==> src/rtl/queue_pkg.sv <==
// Shared definitions for the queue read-side controller.
// Contents: default queue geometry, controller state enum, skid-buffer occupancy width.
package queue_pkg;

    localparam int unsigned ADDR_DEF      = 5;
    localparam int unsigned DATA_DEF      = 42;
    localparam int unsigned Q_SIZE_DEF    = 32;
    localparam int unsigned BURST_LEN_DEF = 8;

    // Skid buffer holds 0..2 words.
    localparam int unsigned OCC_W = 2;

    typedef enum logic [1:0] {
        IDLE  = 2'd0,
        BURST = 2'd1,
        FLUSH = 2'd2
    } state_e;

endpackage

==> src/rtl/queue_reader_if.sv <==
// Bundle of the queue read port and the downstream valid/ready stream.
// master: the reader (drives q_ren, out_data, out_valid).
// slave : the queue plus stream sink (drives q_rdata, q_empty, q_count, out_ready).
interface queue_reader_if
    import queue_pkg::*;
#(
    parameter int unsigned ADDR = ADDR_DEF,
    parameter int unsigned DATA = DATA_DEF
) ();

    logic [DATA-1:0] q_rdata;
    logic            q_empty;
    logic [ADDR:0]   q_count;
    logic            q_ren;
    logic [DATA-1:0] out_data;
    logic            out_valid;
    logic            out_ready;

    modport master (
        input  q_rdata, q_empty, q_count, out_ready,
        output q_ren, out_data, out_valid
    );

    modport slave (
        output q_rdata, q_empty, q_count, out_ready,
        input  q_ren, out_data, out_valid
    );

endinterface

==> src/rtl/skid_buf2.sv <==
// Two-entry FIFO between the queue pop and the output stream.
// Ports: clk, rst_n (async active-low); push/push_data write side;
// pop removes the head; occ is current fill (0..2); out_valid/out_data expose the head.
module skid_buf2
    import queue_pkg::*;
#(
    parameter int unsigned DATA = DATA_DEF
) (
    input  logic             clk,
    input  logic             rst_n,
    input  logic             push,
    input  logic [DATA-1:0]  push_data,
    input  logic             pop,
    output logic [OCC_W-1:0] occ,
    output logic             out_valid,
    output logic [DATA-1:0]  out_data
);

    logic [DATA-1:0]  ent0_q, ent0_d;  // head
    logic [DATA-1:0]  ent1_q, ent1_d;
    logic [OCC_W-1:0] occ_q, occ_d;
    logic             pop_ok, push_ok;

    assign pop_ok  = pop && (occ_q != '0);
    assign push_ok = push && ((occ_q != 2'd2) || pop_ok);

    always_comb begin
        ent0_d = ent0_q;
        ent1_d = ent1_q;
        occ_d  = occ_q + OCC_W'(push_ok) - OCC_W'(pop_ok);
        case (occ_q)
            2'd0: begin
                if (push_ok) ent0_d = push_data;
            end
            2'd1: begin
                // Pop and push together: new word becomes the head directly.
                if (push_ok && pop_ok) ent0_d = push_data;
                else if (push_ok)      ent1_d = push_data;
            end
            default: begin
                if (pop_ok) begin
                    ent0_d = ent1_q;
                    if (push_ok) ent1_d = push_data;
                end
            end
        endcase
    end

    always_ff @(posedge clk or negedge rst_n) begin
        if (!rst_n) begin
            ent0_q <= '0;
            ent1_q <= '0;
            occ_q  <= '0;
        end else begin
            ent0_q <= ent0_d;
            ent1_q <= ent1_d;
            occ_q  <= occ_d;
        end
    end

    assign occ       = occ_q;
    assign out_valid = (occ_q != '0);
    assign out_data  = ent0_q;

endmodule

==> src/rtl/queue_reader.sv <==
// Read-side controller for the circular queue: pops in BURST_LEN bursts once enough
// words are queued, or drains completely on flush, feeding a valid/ready stream
// through a 2-entry skid buffer.
// Ports: clk, rst_n (async active-low); bus (queue read port + output stream, master);
// flush (single-cycle drain request); busy (controller not IDLE).
// Optional macro QUEUE_READER_STATS_EN adds pop_count[31:0] (saturating) and
// burst_count[15:0] (wrapping).
module queue_reader
    import queue_pkg::*;
#(
    parameter int unsigned ADDR      = ADDR_DEF,
    parameter int unsigned DATA      = DATA_DEF,
    parameter int unsigned Q_SIZE    = Q_SIZE_DEF,
    parameter int unsigned BURST_LEN = BURST_LEN_DEF
) (
    input  logic                  clk,
    input  logic                  rst_n,
    queue_reader_if.master        bus,
    input  logic                  flush,
    output logic                  busy
`ifdef QUEUE_READER_STATS_EN
    ,
    output logic [31:0]           pop_count,
    output logic [15:0]           burst_count
`endif
);

    // Out-of-range burst lengths are clamped into 1..Q_SIZE.
    localparam int unsigned BURST_EFF = (BURST_LEN == 0) ? 1 :
                                        (BURST_LEN > Q_SIZE) ? Q_SIZE : BURST_LEN;
    localparam logic [ADDR:0] BURST_W = BURST_EFF[ADDR:0];

    state_e           state_q, state_d;
    logic [ADDR:0]    beats_q, beats_d;
    logic             pend_q, pend_d;
    logic [OCC_W-1:0] occ;
    logic             pop, xfer, last_beat;

    assign xfer = bus.out_valid && bus.out_ready;

    // Depends only on registered state/occ and queue outputs, never on out_ready.
    assign pop = (state_q != IDLE) && !bus.q_empty && (occ < 2'd2) &&
                 ((state_q != BURST) || (beats_q != '0));
    assign bus.q_ren = pop;

    assign last_beat = (state_q == BURST) && pop && (beats_q == ADDR'(1) + '0);
    assign busy      = (state_q != IDLE);

    always_comb begin
        state_d = state_q;
        beats_d = beats_q;
        pend_d  = pend_q;
        case (state_q)
            IDLE: begin
                if (flush || pend_q) begin
                    state_d = FLUSH;
                    pend_d  = 1'b0;
                end else if (bus.q_count >= BURST_W) begin
                    state_d = BURST;
                    beats_d = BURST_W;
                end
            end
            BURST: begin
                if (pop)       beats_d = beats_q - 1'b1;
                if (last_beat) state_d = IDLE;
                if (flush)     pend_d  = 1'b1;
            end
            FLUSH: begin
                if (bus.q_empty && !pop) state_d = IDLE;
                if (flush)               pend_d  = 1'b1;
            end
            default: state_d = IDLE;
        endcase
    end

    always_ff @(posedge clk or negedge rst_n) begin
        if (!rst_n) begin
            state_q <= IDLE;
            beats_q <= '0;
            pend_q  <= 1'b0;
        end else begin
            state_q <= state_d;
            beats_q <= beats_d;
            pend_q  <= pend_d;
        end
    end

    skid_buf2 #(
        .DATA (DATA)
    ) u_skid (
        .clk       (clk),
        .rst_n     (rst_n),
        .push      (pop),
        .push_data (bus.q_rdata),
        .pop       (xfer),
        .occ       (occ),
        .out_valid (bus.out_valid),
        .out_data  (bus.out_data)
    );

`ifdef QUEUE_READER_STATS_EN
    logic [31:0] pop_cnt_q;
    logic [15:0] burst_cnt_q;

    always_ff @(posedge clk or negedge rst_n) begin
        if (!rst_n) begin
            pop_cnt_q   <= '0;
            burst_cnt_q <= '0;
        end else begin
            if (pop && (pop_cnt_q != '1)) pop_cnt_q <= pop_cnt_q + 32'd1;
            if (last_beat)                burst_cnt_q <= burst_cnt_q + 16'd1;
        end
    end

    assign pop_count   = pop_cnt_q;
    assign burst_count = burst_cnt_q;
`endif

endmodule

==> src/flat_wrapper.sv <==
// flat-port wrapper written by rule: the top's interface ports become plain ports
module queue_reader_flat import queue_pkg::*;
#(
    parameter int unsigned ADDR      = ADDR_DEF,
    parameter int unsigned DATA      = DATA_DEF,
    parameter int unsigned Q_SIZE    = Q_SIZE_DEF,
    parameter int unsigned BURST_LEN = BURST_LEN_DEF
)
  (clk, rst_n, flush, busy, bus_q_rdata, bus_q_empty, bus_q_count, bus_out_ready, bus_q_ren, bus_out_data, bus_out_valid);
  queue_reader_if #(.ADDR(ADDR), .DATA(DATA)) bus_i ();
  input  logic clk;
  input  logic rst_n;
  input  logic flush;
  output logic busy;
  input wire logic [$bits(bus_i.q_rdata)-1:0] bus_q_rdata;
  input wire logic [$bits(bus_i.q_empty)-1:0] bus_q_empty;
  input wire logic [$bits(bus_i.q_count)-1:0] bus_q_count;
  input wire logic [$bits(bus_i.out_ready)-1:0] bus_out_ready;
  output wire logic [$bits(bus_i.q_ren)-1:0] bus_q_ren;
  output wire logic [$bits(bus_i.out_data)-1:0] bus_out_data;
  output wire logic [$bits(bus_i.out_valid)-1:0] bus_out_valid;
  assign bus_i.q_rdata = bus_q_rdata;
  assign bus_i.q_empty = bus_q_empty;
  assign bus_i.q_count = bus_q_count;
  assign bus_i.out_ready = bus_out_ready;
  assign bus_q_ren = bus_i.q_ren;
  assign bus_out_data = bus_i.out_data;
  assign bus_out_valid = bus_i.out_valid;
  queue_reader #(.ADDR(ADDR), .DATA(DATA), .Q_SIZE(Q_SIZE), .BURST_LEN(BURST_LEN)) u_core (.clk(clk), .rst_n(rst_n), .bus(bus_i), .flush(flush), .busy(busy));
endmodule
==> config.mk <==
export PLATFORM = sky130hd
export DESIGN_NAME = queue_reader_flat
export DESIGN_NICKNAME = d
export VERILOG_FILES = /design/src/rtl/queue_pkg.sv /design/src/rtl/queue_reader_if.sv /design/src/rtl/skid_buf2.sv /design/src/rtl/queue_reader.sv /design/src/flat_wrapper.sv
export SDC_FILE = /design/constraint.sdc
export NUM_CORES = 1
export LEC_CHECK = 0
export CAP_MARGIN = 20
export CORE_MARGIN = 2
export CORE_UTILIZATION = 40
export DETAILED_ROUTE_END_ITERATION = 7
export GPL_TIMING_DRIVEN = 0
export SLEW_MARGIN = 30
export SYNTH_ARGS = -nofsm -noshare
export SYNTH_HDL_FRONTEND = slang
export SYNTH_HIERARCHICAL = 1
export SYNTH_SLANG_ARGS = --single-unit
==> constraint.sdc <==
create_clock -name clk -period 3.4 [get_ports clk]
set_input_delay 0.34 -clock clk [delete_from_list [all_inputs] [get_ports clk]]
set_output_delay 0.34 -clock clk [all_outputs]
set_load 0.01 [all_outputs]
### Word-level counts from Yosys, hierarchy flattened

Index checks and enable logic that the tools add are counted.

* $add $sub $neg: 3
* order comparisons: 2
* equality and inequality tests: 17
* muxes and demuxes: 20
* bitwise operators: 1
* reduce and logical (&&, ||, !) cells: 30

Operators by type and width (count)
* $mux 42: 6
* $pmux 42 s2: 2
* $mux 6: 3
* $ne 2x1->1 const B: 7
* $pmux 6 s2: 1
* $reduce_and 3->1: 4
* $logic_and 1x1->1: 10
* $ne 2x2->1 const B: 5
* $reduce_bool 2->1: 5
* $mux 2: 4
* $eq 6x1->1 const B: 1
* $ge 6x4->1 const B: 1
* $pmux 2 s3: 1
* $reduce_bool 6->1: 1
* $sub 6x1->6 const B: 1
* $eq 2x1->1 const B: 2
* $logic_not 2->1: 2
* $reduce_and 4->1: 1
* $logic_or 1x1->1: 3
* $ne 3x1->1 const B: 1
* $reduce_bool 3->1: 1
* $add 2x1->2: 1
* $eq 2x2->1 const B: 1
* $logic_not 1->1: 2
* 6 further kinds: 7

* bits in registers: 95
* output and inout bits: 45

### Depth between registers and ports, before layout

* word-level depth: 8
* mapped depth: 12
* mapped depth without buffers: 9

### Cells and area by module

The synthesis kept the hierarchy.

By module, submodules not included
* skid_buf2: instances 1, cells each 443, area an instance 4889.7 µm²
* queue_reader: instances 1, cells each 68, area an instance 651.9 µm²

### Worst setup path before layout

No wires, ideal clock.

* path kind: register to register
* from: register u_core.state_q[0]
* to: register u_core.u_skid.occ_q[1] (netlist: u_core/u_skid/occ[1])
* library setup time: 0.123 ns
* arrival time: 2.523 ns
* required time: 3.277 ns
* slack: 0.754 ns
* cell stages (with the launch flop): 13
* path buffers: 3
* cell sequence: dfrtp_1 > inv_1 > ha_1 > or3_4 > a31oi_1 > buf_4 > buf_2 > clkbuf_1 > nand3_1 > o21ai_0 > nor2_1 > ha_1 > xnor2_1

* cells in the longest elaborated chain, start to end: 7
* elaborated cells on any way between the ends: 9

RTL lines
* start: declaration: line queue_reader.sv:33 `state_e state_q, state_d;`
* start signal: assignment: line queue_reader.sv:82 `state_q <= state_d;`
* $reduce_bool 2->1: line queue_reader.sv:42 `assign pop = (state_q != IDLE) && !bus.q_empty && (occ < 2'd2) &&`
* $logic_and 1x1->1 (2 in a row): line queue_reader.sv:42
* $logic_and 1x1->1 *: line queue_reader.sv:42
* net bus_q_ren: line flat_wrapper.sv:19 `output wire logic [$bits(bus_i.q_ren)-1:0] bus_q_ren;`
* $logic_and 1x1->1 *: line skid_buf2.sv:25 `assign push_ok = push && ((occ_q != 2'd2) || pop_ok);`
* $add 2x1->2 *: line skid_buf2.sv:30 `occ_d = occ_q + OCC_W'(push_ok) - OCC_W'(pop_ok);`
* $sub 2x1->2 *: line skid_buf2.sv:30
* net u_core.u_skid.occ_d[1]: line skid_buf2.sv:21 `logic [OCC_W-1:0] occ_q, occ_d;`
* end signal: assignment: line skid_buf2.sv:53 `occ_q <= '0;`
* end signal: assignment: line skid_buf2.sv:57 `occ_q <= occ_d;`
* end: declaration: line skid_buf2.sv:21

Mark *: on every way through the listed nets, which the timed path passes. The rest lies on a longest branch.
A chain may end at the register's enable or synchronous reset.

### Worst setup path in the final report

* from: register u_core.state_q[0]
* to: register u_core.u_skid.occ_q[1] (netlist: u_core/u_skid/occ[1])

* cells in the longest elaborated chain, start to end: 7
* elaborated cells on any way between the ends: 9

RTL lines (line)
* $reduce_bool 2->1: queue_reader.sv:42
* $logic_and 1x1->1 (2 in a row): queue_reader.sv:42
* $logic_and 1x1->1 *: queue_reader.sv:42
* $logic_and 1x1->1 *: skid_buf2.sv:25
* $add 2x1->2 *: skid_buf2.sv:30
* $sub 2x1->2 *: skid_buf2.sv:30
* net u_core.u_skid.occ_d[1]: skid_buf2.sv:21

Marked as above.

==> qor.log <==
qor: run_status.status finished, final reports clean
qor: drt.routedWlPerCell 18.8 um
qor: setup_path.path_common_cell sky130_fd_sc_hd__ha_1
qor: floorplan.start_util 40.4%
qor: sta.timing_worst_slew_pin_value 562 ps
qor: clock_tree.worst_skew_pair.late_latency 350 ps
qor: final_layout.final_util 51.5%
qor: synthesis.synth_seq_cells 95
qor: sta.rsz0062_at_grt no
qor: global_routing.pin_count_of_the_biggest_net_entering_global_routing 51
qor: sta.timing.final.setup_violations 0
qor: global_routing.via_count_of_the_first_global_routing_pass 4,766
qor: place.hpwl 10.1 mm
qor: clock_tree.count_of_clock_tree_sinks 95
qor: setup_path.critical_path_peak_fanout 10
qor: clock_tree.cts_hold_repair.buffers 1
qor: setup_path.ff_to_ff_end u_core/u_skid/occ[1]
qor: final_layout.multi_input_area 0.00287 mm2
qor: sta.crit_path_setup_slack_layout 380 ps
qor: place.routabilityCongestion 0.786
qor: synthesis.yosysWarnings 6
qor: sta.clock-skew-final 6.30 ps
qor: setup_path.critical_path.cell_chain inv_1 > ha_1 > or3_4 > a31oi_1 > buf_4 > buf_2 > clkbuf_1 > nand3_1 > o21ai_0 > nor2_1 > ha_1 > xnor2_1
qor: drt.remaining_drc_errors 0
qor: sta.holdWs 498 ps
qor: global_routing.grt_overflow 0
qor: clock_tree.clk_transition_reported_paths 70 ps
qor: drt.final_antenna_net_count 0
qor: final_layout.area.sequential 0.00238 mm2
qor: final_layout.finalNetCount 679
qor: sta.final.min_clock_period 3020 ps
qor: sta.achievable_freq 331 MHz
qor: final_layout.final_cell_mix sky130_fd_sc_hd__dfrtp_1, sky130_fd_sc_hd__clkdlybuf4s50_1, sky130_fd_sc_hd__a21oi_1
qor: floorplan.width_of_the_die 122 um
qor: floorplan.floorplan.die_area 0.0148 mm2
qor: clock_tree.htree_num_levels 3
qor: synthesis.synthCells 511
qor: setup_path.worst-endpoint-arrival 3260 ps
qor: synthesis.syn-num-nets 572
qor: drt.starting_drc_count_in_detailed_routing 323
qor: sta.slew_violations 0
qor: sta.max_slew_margin 62.6%
qor: clock_tree.cts_tree done
qor: floorplan.die_height 122 um
qor: place.pre_cts_slack 365 ps
qor: pwr.power_per_unit_of_standard_cell_area 992 mW/mm2
qor: final_layout.drive_above_1_share 22.6%
qor: setup_path.reg2reg_from u_core/state_q[0]
qor: final_layout.antenna_cells 0
qor: drt.finalWirelength 15.1 mm
qor: final_layout.area.growth.synth_to_final 27.6%
qor: final_layout.final_common_cell sky130_fd_sc_hd__dfrtp_1
qor: pwr.power 7.02 mW
qor: final_layout.number_of_filler_cells_placed_in_the_layout 1,274
qor: drt.via_per_inst 5.75
qor: setup_path.end_kind flop
qor: global_routing.globalRouteTotalUtil 20.8%
qor: clock_tree.clock_tree.buffer_depth 2
qor: sta.timing.final.crit_share 88.8%
qor: synthesis.syn-mean-instance-area 10.8 um2
qor: setup_path.reg2regPathDepth 12
qor: clock_tree.cts_setup_buffers 0
qor: job.cap_violations 0
qor: setup_path.startpoint_type flop
qor: global_routing.antenna_violations_before_repair 0
qor: pwr.leakage_power 2.93 nW
qor: pwr.max-vdd-ir-drop 0.427 mV
qor: clock_tree.cts_resized 0
qor: min_path.hold_path.class input port to async pin
qor: synthesis.post_synth_num_cell_types 42
qor: synthesis.synth_ff_type sky130_fd_sc_hd__dfrtp_1
qor: setup_path.crit_slowest_cell sky130_fd_sc_hd__or3_4
qor: floorplan.io_pins 98
qor: global_routing.first_pass_grt_wire_length 24.2 mm
qor: floorplan.placementRows 43
qor: place.io_buffers 94
qor: drt.detailed_router_iteration_count_before_antenna_repair 4
qor: synthesis.synth_seq_area_share 42.9%
qor: clock_tree.number_of_buffers_inserted_during_clock_tree_synthesis 9
qor: floorplan.core_box_area 0.0137 mm2
qor: setup_path.worst-setup-path-type flop to flop
qor: synthesis.netlist_area 0.00554 mm2
qor: synthesis.synth-edff-count 0
qor: sta.hold_violations 0
qor: drt.num_vias 4,616
qor: setup_path.cpPeakStageDelay 430 ps
qor: synthesis.synth_async_sr_flop_share 100%
qor: setup_path.rrSetupSlack 380 ps
qor: setup_path.worst-endpoint-required 3640 ps
qor: clock_tree.root_buffer_selected_by_cts sky130_fd_sc_hd__clkbuf_16
## per-layer routing
| metal | vias to the layer above | share of wire [%] | GRT usage [%] |
|---|---|---|---|
| met5 | - | 0 | 0 |
| met4 | 0 | 1.7 | 7.47 |
| met3 | 14 | 3.8 | 4.78 |
| met2 | 118 | 49 | 34.8 |
| met1 | 2339 | 45 | 26.5 |
| li1 | 2145 | - | - |
## synth_stat cells (8+ instances only)
cell type / number / share of area [%]
sky130_fd_sc_hd__dfrtp_1: 95 / 43
sky130_fd_sc_hd__a21oi_1: 46 / 4.2
sky130_fd_sc_hd__mux2_2: 44 / 8.9
sky130_fd_sc_hd__mux2_1: 40 / 8.1
sky130_fd_sc_hd__nand4b_1: 40 / 6.3
sky130_fd_sc_hd__o211ai_1: 40 / 5.4
sky130_fd_sc_hd__o22ai_1: 40 / 4.5
sky130_fd_sc_hd__or2_2: 40 / 4.5
sky130_fd_sc_hd__buf_2: 18 / 1.6
sky130_fd_sc_hd__clkbuf_1: 17 / 1.2
sky130_fd_sc_hd__inv_1: 11 / 0.75
sky130_fd_sc_hd__nor2_1: 9 / 0.61
sky130_fd_sc_hd__ha_1: 8 / 1.8
## how the worst max path moves through the flow
stage / from / endpoint / slack (ps) / cells past startpoint
final: u_core/state_q[0] / u_core/u_skid/occ[1] / 380 / 12
after global routing: u_core/state_q[0] / u_core/u_skid/occ[1] / 160 / 12
after CTS: u_core/state_q[0] / u_core/u_skid/occ[1] / 390 / 12
after detailed placement: bus_q_empty / u_core/u_skid/occ[1] / 360 / 11
after global placement: rst_n / u_core/u_skid/out_data[26] / -1810 / 1
after floorplan: u_core/state_q[0] / u_core/u_skid/occ[1] / 750 / 12
## cells by family after synthesis
family | Yosys count | share of synthesized area (%)
DFF | 95 | 42.9
and+or+nand+nor | 118 | 15.0
muxes | 84 | 17.1
xor gates and xnor gates | 2 | 0.316
adders and majority gates | 8 | 1.81
buffers and inverters | 58 | 5.37
AOI/OAI and AO/OA | 146 | 17.5
## per-stage QoR
step,area [um2],TNS (ps),cells
2_1_floorplan,5540,0,511
3_3_place_gp,6710,-171240,785
3_5_place_dp,6740,0,786
4_1_cts,7070,0,803
5_1_grt,7070,0,803
6_report,7070,0,803
## worst max-delay path: cells and delay by family (launching register included)
| family | cells | cell delay [ps] |
|---|---|---|
| buffers and inverters | 4 | 980 |
| AND/OR/NAND/NOR | 3 | 610 |
| adder cells (fa/ha/maj) | 2 | 460 |
| flip-flops | 1 | 400 |
| AO/OA/AOI/OAI | 2 | 340 |
| XOR/XNOR | 1 | 120 |
## flip-flops by register name (all words and copies together), names as in the netlist
register,count
u_core/pend_q,1
u_core/u_skid/occ,2
u_core/u_skid/out_data,42
u_core/state_q,2
u_core/beats_q,6
u_core/u_skid/ent1_q,42
## power breakdown
group | switching, mW | total (mW) | internal [mW]
clock network | 0.438 | 1.12 | 0.685
logic | 1.84 | 3.80 | 1.97
registers | 0.420 | 2.09 | 1.67
total | 2.69 | 7.02 | 4.32
## area by class of cell
class / instances / share of cell area, %
Clock buffer: 13 / 3.68
Buffer: 47 / 3.63
Tap cell: 180 / 3.18
Inverter: 11 / 0.584
Multi-Input combinational cell: 358 / 40.5
Timing Repair Buffer: 96 / 13.9
Sequential cell: 95 / 33.6
Clock inverter: 3 / 0.920
Power figures use the tool's default switching activity.
